==> config.mk <==
export PLATFORM = sky130hd
export DESIGN_NAME = mem_port_arbiter
export DESIGN_NICKNAME = d
export VERILOG_FILES = /design/src/rtl/mem_port_arbiter_pkg.sv /design/src/rtl/mem_port_arbiter.sv
export SDC_FILE = /design/constraint.sdc
export NUM_CORES = 1
export LEC_CHECK = 0
export CORE_MARGIN = 5
export CORE_UTILIZATION = 35
export DETAILED_ROUTE_END_ITERATION = 6
export PLACE_DENSITY = 0.86
export SLEW_MARGIN = 15
export SYNTH_ARGS = -nofsm -noshare
export SYNTH_HDL_FRONTEND = slang
export SYNTH_SLANG_ARGS = --single-unit
==> constraint.sdc <==
create_clock -name clk -period 3.77 [get_ports clk]
set_input_delay 1.131 -clock clk [delete_from_list [all_inputs] [get_ports clk]]
set_output_delay 1.131 -clock clk [all_outputs]
set_load 0.02 [all_outputs]
==> src/rtl/mem_port_arbiter_pkg.sv <==
// Shared types and constants for the memory port arbiter.
package mem_port_arbiter_pkg;

  typedef logic [31:0] data_t;

  localparam logic  ENABLE  = 1'b1;
  localparam logic  DISABLE = 1'b0;
  localparam logic  VALID   = 1'b1;
  localparam logic  INVALID = 1'b0;
  localparam data_t NULL    = 32'h0000_0000;

  typedef enum logic [1:0] {
    IDLE     = 2'd0,
    GRANT_IF = 2'd1,
    GRANT_D  = 2'd2
  } arb_state_t;

  typedef enum logic [1:0] {
    OWN_NONE = 2'd0,
    OWN_IF   = 2'd1,
    OWN_D    = 2'd2
  } arb_owner_t;

endpackage

==> src/rtl/mem_port_arbiter.sv <==
// Shares one downstream memory request port between instruction fetch and
// the load/store unit. One request is latched at a time, forwarded unchanged,
// and its completion is routed back to the owner. A starvation counter forces
// the non-preferred side through after STARVE_MAX consecutive losses.
module mem_port_arbiter
  import mem_port_arbiter_pkg::*;
#(
  parameter int unsigned D_PRIORITY = 1,
  parameter int unsigned STARVE_MAX = 4
) (
  input  logic        clk,
  input  logic        rst,
  input  logic        if_req,
  input  data_t       if_addr,
  input  logic        if_flush,
  output data_t       if_data_out,
  output logic        if_done,
  input  logic        d_req,
  input  logic        d_wr,
  input  data_t       d_addr,
  input  data_t       d_data_in,
  input  logic [3:0]  d_be,
  output data_t       d_data_out,
  output logic        d_done,
  output data_t       m_addr,
  output data_t       m_data_in,
  output logic [3:0]  m_be,
  output logic        m_rd,
  output logic        m_wr,
  output logic        m_valid,
  input  data_t       m_data_out,
  input  logic        m_done,
  output logic        busy,
  output logic        err
);

  localparam logic [3:0] STARVE_LIM = 4'(STARVE_MAX);
  localparam logic       PREF_IS_D  = (D_PRIORITY != 0);

  arb_state_t state_q, state_d;
  arb_owner_t owner;
  data_t      addr_q, addr_d;
  data_t      wdata_q, wdata_d;
  logic [3:0] be_q, be_d;
  logic       wr_q, wr_d;
  logic       kill_q, kill_d;
  logic       err_q, err_d;
  logic [3:0] starve_q, starve_d;

  logic if_elig, d_elig, pref_elig, oth_elig;
  logic grant_pref, grant_oth, grant_d, grant_if;

  // Next-state: arbitration in IDLE, hold fields while a grant is outstanding.
  always_comb begin
    state_d  = state_q;
    addr_d   = addr_q;
    wdata_d  = wdata_q;
    be_d     = be_q;
    wr_d     = wr_q;
    kill_d   = kill_q;
    err_d    = err_q;
    starve_d = starve_q;

    if_elig   = if_req && !if_flush;
    d_elig    = d_req;
    pref_elig = PREF_IS_D ? d_elig  : if_elig;
    oth_elig  = PREF_IS_D ? if_elig : d_elig;
    grant_pref = 1'b0;
    grant_oth  = 1'b0;
    grant_d    = 1'b0;
    grant_if   = 1'b0;

    unique case (state_q)
      IDLE: begin
        if (m_done) err_d = ENABLE;
        if (pref_elig && oth_elig) begin
          if (starve_q == STARVE_LIM) begin
            grant_oth = 1'b1;
            starve_d  = '0;
          end else begin
            grant_pref = 1'b1;
            starve_d   = 4'(starve_q + 4'd1);
          end
        end else if (pref_elig) begin
          grant_pref = 1'b1;
          starve_d   = '0;
        end else if (oth_elig) begin
          grant_oth = 1'b1;
          starve_d  = '0;
        end else begin
          starve_d = '0;
        end

        grant_d  = PREF_IS_D ? grant_pref : grant_oth;
        grant_if = PREF_IS_D ? grant_oth  : grant_pref;

        if (grant_d) begin
          state_d = GRANT_D;
          addr_d  = d_addr;
          wdata_d = d_data_in;
          be_d    = d_be;
          wr_d    = d_wr;
        end else if (grant_if) begin
          state_d = GRANT_IF;
          addr_d  = if_addr;
          wdata_d = NULL;
          be_d    = '1;
          wr_d    = 1'b0;
        end
      end

      GRANT_IF: begin
        if (if_flush) kill_d = ENABLE;
        if (m_done) begin
          state_d = IDLE;
          kill_d  = DISABLE;
          addr_d  = NULL;
          wdata_d = NULL;
          be_d    = '0;
          wr_d    = 1'b0;
        end
      end

      GRANT_D: begin
        if (m_done) begin
          state_d = IDLE;
          addr_d  = NULL;
          wdata_d = NULL;
          be_d    = '0;
          wr_d    = 1'b0;
        end
      end

      default: state_d = IDLE;
    endcase
  end

  // State and latched command register with synchronous reset.
  always_ff @(posedge clk) begin
    if (rst) begin
      state_q  <= IDLE;
      addr_q   <= NULL;
      wdata_q  <= NULL;
      be_q     <= '0;
      wr_q     <= 1'b0;
      kill_q   <= DISABLE;
      err_q    <= DISABLE;
      starve_q <= '0;
    end else begin
      state_q  <= state_d;
      addr_q   <= addr_d;
      wdata_q  <= wdata_d;
      be_q     <= be_d;
      wr_q     <= wr_d;
      kill_q   <= kill_d;
      err_q    <= err_d;
      starve_q <= starve_d;
    end
  end

  // Current owner follows directly from the grant state.
  always_comb begin
    unique case (state_q)
      GRANT_IF: owner = OWN_IF;
      GRANT_D:  owner = OWN_D;
      default:  owner = OWN_NONE;
    endcase
  end

  assign m_valid   = (state_q != IDLE) ? VALID : INVALID;
  assign m_addr    = addr_q;
  assign m_data_in = wdata_q;
  assign m_be      = be_q;
  assign m_wr      = wr_q;
  assign m_rd      = m_valid && !wr_q;
  assign busy      = (state_q != IDLE);
  assign err       = err_q;

  // A flush landing in the completion cycle must also mask the pulse,
  // since kill_q only reflects flushes from earlier cycles.
  assign if_done     = m_done && (owner == OWN_IF) && !kill_q && !if_flush;
  assign d_done      = m_done && (owner == OWN_D);
  assign if_data_out = m_data_out;
  assign d_data_out  = wr_q ? NULL : m_data_out;

endmodule

Word-level counts from Yosys, hierarchy flattened
Index checks and enable logic that the tools add are counted.

$add $sub $neg: 1. Eq/ne operators: 7. Muxes and demuxes: 35. Reductions and logical operators: 19.

Operators by type and width (count): $mux W32 (6); $pmux W32 S2 (2); $mux W4 (5); $mux W1 (15); $pmux W2 S2 (2); $pmux W4 S2 (1); $logic_and A1 B1 Y1 (7); $mux W2 (3); $reduce_and A2 Y1 (3); $reduce_bool A2 Y1 (3); $add A4 B1 Y4 const B (1); $eq A2 B1 Y1 const B (2); $eq A2 B2 Y1 const B (2); $eq A4 B3 Y1 const B (1); $logic_not A1 Y1 (3); $ne A3 B3 Y1 const B (1); $reduce_and A3 Y1 (1); $logic_not A2 Y1 (1); $ne A2 B1 Y1 const B (1); $pmux W1 S2 (1); $reduce_or A2 Y1 (1).

Bits in registers: 77. Input bits: 139. Output and inout port bits: 139. Word-level logic and storage cells: 70.

Logic depth before layout (Yosys ltp)
Gate-level depths: netlist (run 1).

Depth in word-level cells: 9. Gate-level depth with buffers: 9. Depth with buffers taken out: 6.

Worst setup path after synthesis (run 1)
Ideal clock, no wire load.

Kind: input to output. Start point: in m_done. End point: out if_done. Data arrival time: 1844 ps. Data required time: 2639 ps. Path slack: 795 ps. Cell stages on the path: 1. Path buffers: 0. Cell sequence: nor4bb_1.

Longest elaborated chain between the ends: 3.

RTL lines: start, declared (RTL line mem_port_arbiter.sv:32) `input logic m_done,`; $logic_and A1 B1 Y1 (3 in a row) (RTL line mem_port_arbiter.sv:181) `assign if_done = m_done && (owner == OWN_IF) && !kill_q && !if_flush;`; end, declared (RTL line mem_port_arbiter.sv:17) `output logic if_done,`.

Every way passes these cells.

Final worst setup path (run 1)
Start point: in m_done. End point: out d_done.

Longest elaborated chain between the ends: 1.

RTL lines: $logic_and A1 B1 Y1 (RTL line mem_port_arbiter.sv:182) `assign d_done = m_done && (owner == OWN_D);`; end, declared (RTL line mem_port_arbiter.sv:24) `output logic d_done,`.

Every way passes these cells.

==> impl_metrics.env, run 1 <==
export IMPL_status="completed"
export IMPL_post_route_period_util_pct=94.82
export IMPL_num_fill_cells=832
export IMPL_async_flop_share_pct=0
export IMPL_synth_distinct_cells=31
export IMPL_num_antenna_cells=0
export IMPL_fin_crit_ns=3.575
export IMPL_grt_max_degree=70
export IMPL_ys_flop_type="dfxtp_1"
export IMPL_die_h_um=108.5
export IMPL_cp_max_fo=4
export IMPL_dp_slack_ns=0.05654
export IMPL_io_buffers=277
export IMPL_powerDensity_nw_per_um2=392.1
export IMPL_rsz0062_at_grt="no"
export IMPL_hpwl_um=9450
export IMPL_start_util_pct=35.25
export IMPL_syn_nets=464
export IMPL_endpoint_kind="output pin"
export IMPL_crit_arrival_ns=2.44
export IMPL_synth_most_common_cell="dfxtp_1"
export IMPL_fin_ws_ns=0.1955
export IMPL_cp_required_ns=2.64
export IMPL_clk_latency_ns=0.34
export IMPL_antenna_left=0
export IMPL_crit_chain="clkdlybuf4s50_1 -> buf_4 -> and2_1 -> clkdlybuf4s50_1"
export IMPL_placed_area_um2=6062
export IMPL_first_iter_violations=94
export IMPL_route_vias_total=3296
export IMPL_ys_ff_latch=77
export IMPL_cts_setup_buffers=0
export IMPL_std_cell_rows=36
export IMPL_peakVddDrop_uv=221.3
export IMPL_setup_viol=0
export IMPL_cts_root_buf="clkbuf_8"
export IMPL_worst_pin_slew_ns=0.5700
export IMPL_routed_wl_um=11970
export IMPL_tritoncts="built"
export IMPL_synth_top_area_share_pct=45.36
export IMPL_io_pins=278
export IMPL_slowest_delay_ns=0.60
export IMPL_drc=0
export IMPL_drive_gt1_share_pct=4.626
export IMPL_yosys_top_cells_area="dfxtp_1, mux2i_1, o2bb2ai_1, a22o_1, buf_4"
export IMPL_fin_nets=703
export IMPL_hold_buffers=0
export IMPL_grt_pass1_wl_um=17590
export IMPL_synth_area_per_cell_um2=10.69
export IMPL_cpMostUsedCell="clkdlybuf4s50_1"
export IMPL_cts_resized_gates=0
export IMPL_htree_levels=3
export IMPL_synth_area_um2=3398
export IMPL_finalHoldViolations=0
export IMPL_layoutNonFillerInstCount=695
export IMPL_skew_ns=0.01257
export IMPL_synth_commonest_cells="dfxtp_1, buf_4, o2bb2ai_1"
export IMPL_start_kind="input pin"
export IMPL_dieArea_um2=11780
export IMPL_holdWs_ns=0.4688
export IMPL_core_um2=9639
export IMPL_antenna_found_initial=0
export IMPL_fmax_ghz=0.2798
export IMPL_slew_headroom_pct=61.86
export IMPL_setup_tns_ns=0
export IMPL_grt_overflow=0
export IMPL_wl_per_cell_um=17.22
export IMPL_synthCells=318
export IMPL_avgViaCountPerCell=4.742
export IMPL_cts_sinks=77
export IMPL_synth_top_area_cell="dfxtp_1"
export IMPL_clkTransAtPathRegs_ns=0.08
export IMPL_place_inst=679
export IMPL_gp_congestion=0.7424
export IMPL_die_x_um=108.5
export IMPL_area_delta_synth_final_pct=83.43
export IMPL_hp_class="reg -> reg"
export IMPL_numCtsBuffers=9
export IMPL_yosysSeqAreaShare_pct=45.36
export IMPL_yosys_warnings=0
export IMPL_maxCapViolCount=0
export IMPL_cp_slowest_cell="clkdlybuf4s50_1"
export IMPL_grt_total_usage_pct=18.99
export IMPL_path_class="in -> out"
export IMPL_final_area_um2=6233
export IMPL_drv_slew=0
export IMPL_cts_buffer_depth=2
export IMPL_synth_edf_count=0
export IMPL_dr_pass1_iters=4
export IMPL_power_leakage_nw=2.400
export IMPL_grt_pass1_vias=3399
==> final timing paths <==
check / slack [ns] / start / depth (start not counted) / to
worst max-delay path: 0.20 / m_done / 4 / d_done
worst max register to register: 1.57 / state_q[1] / 7 / m_data_in[26]
worst min-delay path: 0.47 / m_addr[27] / 1 / m_addr[27]
worst min register to register: 0.47 / m_addr[27] / 1 / m_addr[27]
==> state kept, by name, indices dropped and copies added, names as in the netlist <==
| register | count |
|---|---|
| m_wr | 1 |
| m_data_in | 32 |
| m_addr | 32 |
| state_q | 2 |
| m_be | 4 |
| err | 1 |
| starve_q | 4 |
| kill_q | 1 |
==> kinds of logic after synthesis <==
family          after synthesis  share of synthesized area (%)
compound gates               79                          20.25
flops                        77                          45.36
buf+inv                      62                          11.52
simple gates                 58                          10.09
mux                          32                          9.426
fa+ha+maj                     7                          2.577
xor+xnor                      3                         0.7733
==> cell type report <==
type                            count  area, µm²  area share, %
Clock buffer                       11      131.4          2.108
Timing Repair Buffer              283       2845          45.64
Multi-Input combinational cell    179       1485          23.83
Inverter                            7      26.28         0.4215
Sequential cell                    77       1541          24.73
Clock inverter                      5      37.54         0.6022
Tap cell                          133      166.4          2.670
==> critical path: cells and delay by family <==
| family | cells | cell delay [ns] |
|---|---|---|
| simple gates | 1 | 0.12 |
| buf+inv | 3 | 1.20 |
==> metrics by stage <==
stage | total power [mW] | util [%]
2_1_floorplan | 1.431 | -
3_3_place_gp | 1.900 | 62.89
3_5_place_dp | 1.922 | 62.89
4_1_cts | 2.481 | 64.64
5_1_grt | 2.561 | 64.67
6_report | 2.444 | 64.67
==> metal layers <==
| metal | up-vias | share of wire, % | global-route usage, % |
|---|---|---|---|
| met4 | 0 | 1.3 | 5.500 |
| met3 | 15 | 9.0 | 6.746 |
| met2 | 138 | 53 | 35.88 |
| met5 | - | 0 | 0 |
| met1 | 1556 | 37 | 19.52 |
| li1 | 1587 | - | - |
==> power breakdown <==
group          leakage, nW  internal, mW  switching [mW]
Sequential           0.633         0.914          0.0573
Clock               0.0795         0.241           0.306
Combinational         1.69         0.485           0.442
==> placed cells by master (no fill, tap or decap), types with 4 or more instances in the layout <==
master and instances:
dfxtp_1 77, a22o_1 33, mux2i_1 32, o2bb2ai_1 36, buf_4 4, a21oi_1 5
inv_1 6, nor2b_1 33, nor2_1 9, ha_1 7, clkbuf_8 9, clkdlybuf4s50_1 276
(Power assumes the default switching activity.)
==> run 2: changes to the inputs <==
- CORE_UTILIZATION: 35 -> 30
- PLACE_DENSITY: 0.86 -> 0.75
- RECOVER_POWER: not set -> 50
==> run 2 against run 1 <==
Compared with the run above:
- highest routed layer unchanged
- clock power up 62%
- sequential cell count unchanged
- register-to-register slack worse by 0.43 ns
- via count down 2.7%
- critical endpoint is now if_done
- global-route usage down 2.2 points
- sequential power down 0.5%
- fmax down 2.1%
==> impl_metrics.env, run 2 (synthesis gave the netlist of run 1 again) <==
export IMPL_final_cell_mix="clkdlybuf4s50_1, dfxtp_1, dlygate4sd3_1, o2bb2ai_1"
export IMPL_first_iter_violations=96
export IMPL_powerDensity_nw_per_um2=430.7
export IMPL_start_util_pct=30.94
export IMPL_die_h_um=116.4
export IMPL_slew_headroom_pct=12.91
export IMPL_core_um2=10980
export IMPL_clk_latency_ns=0.32
export IMPL_maxCapViolCount=0
export IMPL_finalHoldViolations=0
export IMPL_io_pins=278
export IMPL_io_buffers=277
export IMPL_drive_gt1_share_pct=4.440
export IMPL_htree_levels=3
export IMPL_r2r_slack_ns=1.14
export IMPL_grt_max_degree=41
export IMPL_switchingPower_mw=0.8007
export IMPL_rr_endpoint="m_data_in[11]"
export IMPL_min_from="m_addr[31]"
export IMPL_combPwrFrac_pct=32.5
export IMPL_cts_sinks=77
export IMPL_cts_root_buf="clkbuf_16"
export IMPL_die_x_um=116.4
export IMPL_crit_arrival_ns=2.52
export IMPL_hp_class="reg -> reg"
export IMPL_final_core_util_pct=57.93
export IMPL_rsz0062_at_grt="no"
export IMPL_num_antenna_cells=0
export IMPL_p_sw_share_pct=29.22
export IMPL_fin_nets=705
export IMPL_min_path_cells=1
export IMPL_gp_congestion=0.8662
export IMPL_path_class="in -> out"
export IMPL_drv_slew=0
export IMPL_post_route_period_util_pct=96.85
export IMPL_power_leakage_nw=2.638
export IMPL_wl_per_cell_um=17.16
export IMPL_cts_setup_buffers=0
export IMPL_grt_pass1_vias=3480
export IMPL_worstReg2RegStart="starve_q[0]"
export IMPL_skew_ns=0.008561
export IMPL_numCtsBuffers=9
export IMPL_clock_power_share_pct=32.3
export IMPL_hold_path_end="m_addr[31]"
export IMPL_cp_required_ns=2.64
export IMPL_hold_buffers=0
export IMPL_setup_viol=0
export IMPL_tritoncts="built"
export IMPL_p_seq_share_pct=35.2
export IMPL_p_int_mw=1.940
export IMPL_status="completed"
export IMPL_rr_worst_depth=7
export IMPL_grt_pass1_wl_um=17930
export IMPL_clkTransAtPathRegs_ns=0.06
export IMPL_hpwl_um=9758
export IMPL_dr_pass1_iters=4
export IMPL_area_delta_synth_final_pct=87.22
export IMPL_grt_overflow=0
export IMPL_avgViaCountPerCell=4.562
export IMPL_fmax_ghz=0.2739
export IMPL_holdWs_ns=0.4520
export IMPL_grt_total_usage_pct=16.84
export IMPL_route_vias_total=3207
export IMPL_dieArea_um2=13560
export IMPL_cts_resized_gates=0
export IMPL_routed_wl_um=12060
export IMPL_setup_tns_ns=0
export IMPL_start_kind="input pin"
export IMPL_mostFrequentLayoutCell="clkdlybuf4s50_1"
export IMPL_antenna_left=0
export IMPL_drc=0
export IMPL_cp_max_fo=2
export IMPL_fin_crit_ns=3.651
export IMPL_place_inst=688
export IMPL_num_fill_cells=955
export IMPL_peakVddDrop_uv=248.5
export IMPL_antenna_found_initial=0
export IMPL_endpoint_kind="output pin"
export IMPL_worst_pin_slew_ns=1.298
export IMPL_layoutNonFillerInstCount=703
export IMPL_std_cell_rows=38
export IMPL_cts_buffer_depth=2
-- run 2: changes by cell type in the layout (fill, tap and decap cells not counted), moves of 2 or more --
| cell | before | now |
|---|---|---|
| clkbuf_8 | 9 | 0 |
| clkinvlp_4 | 2 | 0 |
| clkdlybuf4s50_1 | 276 | 207 |
| bufinv_16 | 0 | 2 |
| dlygate4sd3_1 | 0 | 70 |
| clkbuf_16 | 0 | 9 |
-- run 2: power by group through the flow --
stage | clock network, mW | registers (mW) | logic, mW
after detailed placement | 0 | 0.985 | 0.936
after global placement | 0 | 0.982 | 0.923
final | 0.884 | 0.966 | 0.891
after global routing | 0.952 | 0.979 | 0.946
after CTS | 0.911 | 0.971 | 0.939
after floorplan | 0 | 1.10 | 0.332
-- run 2: worst max-delay path by stage --
| stage | start | endpoint | slack, ns | depth (start not counted) |
|---|---|---|---|---|
| floorplan | m_done | if_done | 0.79 | 1 |
| global placement | m_done | if_done | 0.11 | 3 |
| detailed placement | m_done | if_done | 0.12 | 3 |
| CTS | m_done | if_done | 0.11 | 3 |
| global route | if_flush | m_data_in[11] | 0.09 | 7 |
| finish | m_done | if_done | 0.12 | 3 |
-- run 2: per-layer routing --
metal | GRT usage [%] | part of all wire (%) | vias to the layer above
li1 | - | - | 1591
met3 | 6.062 | 9.0 | 14
met2 | 29.14 | 51 | 125
met5 | 0 | 0 | -
met1 | 19.45 | 38 | 1477
met4 | 5.104 | 1.5 | 0
-- run 2: area by class of cell --
class,instances,area [µm²],share of cell area [%]
clock buffer,11,232.7,3.658
clock inverter,4,73.82,1.160
inverter,7,26.28,0.4130
multi-input combinational,179,1474,23.17
sequential,77,1541,24.23
tap,140,175.2,2.753
timing repair buffer,285,2839,44.62
-- run 2: critical path, cell delays in order --
cell and delay, ns:
clkdlybuf4s50_1 0.48, nor4bb_1 0.26, clkdlybuf4s50_1 0.65
-- run 2: metrics by stage --
stage | area [µm²] | setup slack [ns] | total power [mW]
2_1_floorplan | 3398 | 0.7949 | 1.431
3_3_place_gp | 6073 | 0.1073 | 1.905
3_5_place_dp | 6073 | 0.1198 | 1.921
4_1_cts | 6380 | 0.1115 | 2.821
5_1_grt | 6362 | 0.09412 | 2.877
6_report | 6362 | 0.1186 | 2.741
==> run 3: changes to the inputs <==
- CAP_MARGIN: not set -> 20
- SKIP_CTS_REPAIR_TIMING: not set -> 1
==> results of run 3 <==
No change in the layout: final DEF, timing and power equal those of run 2.
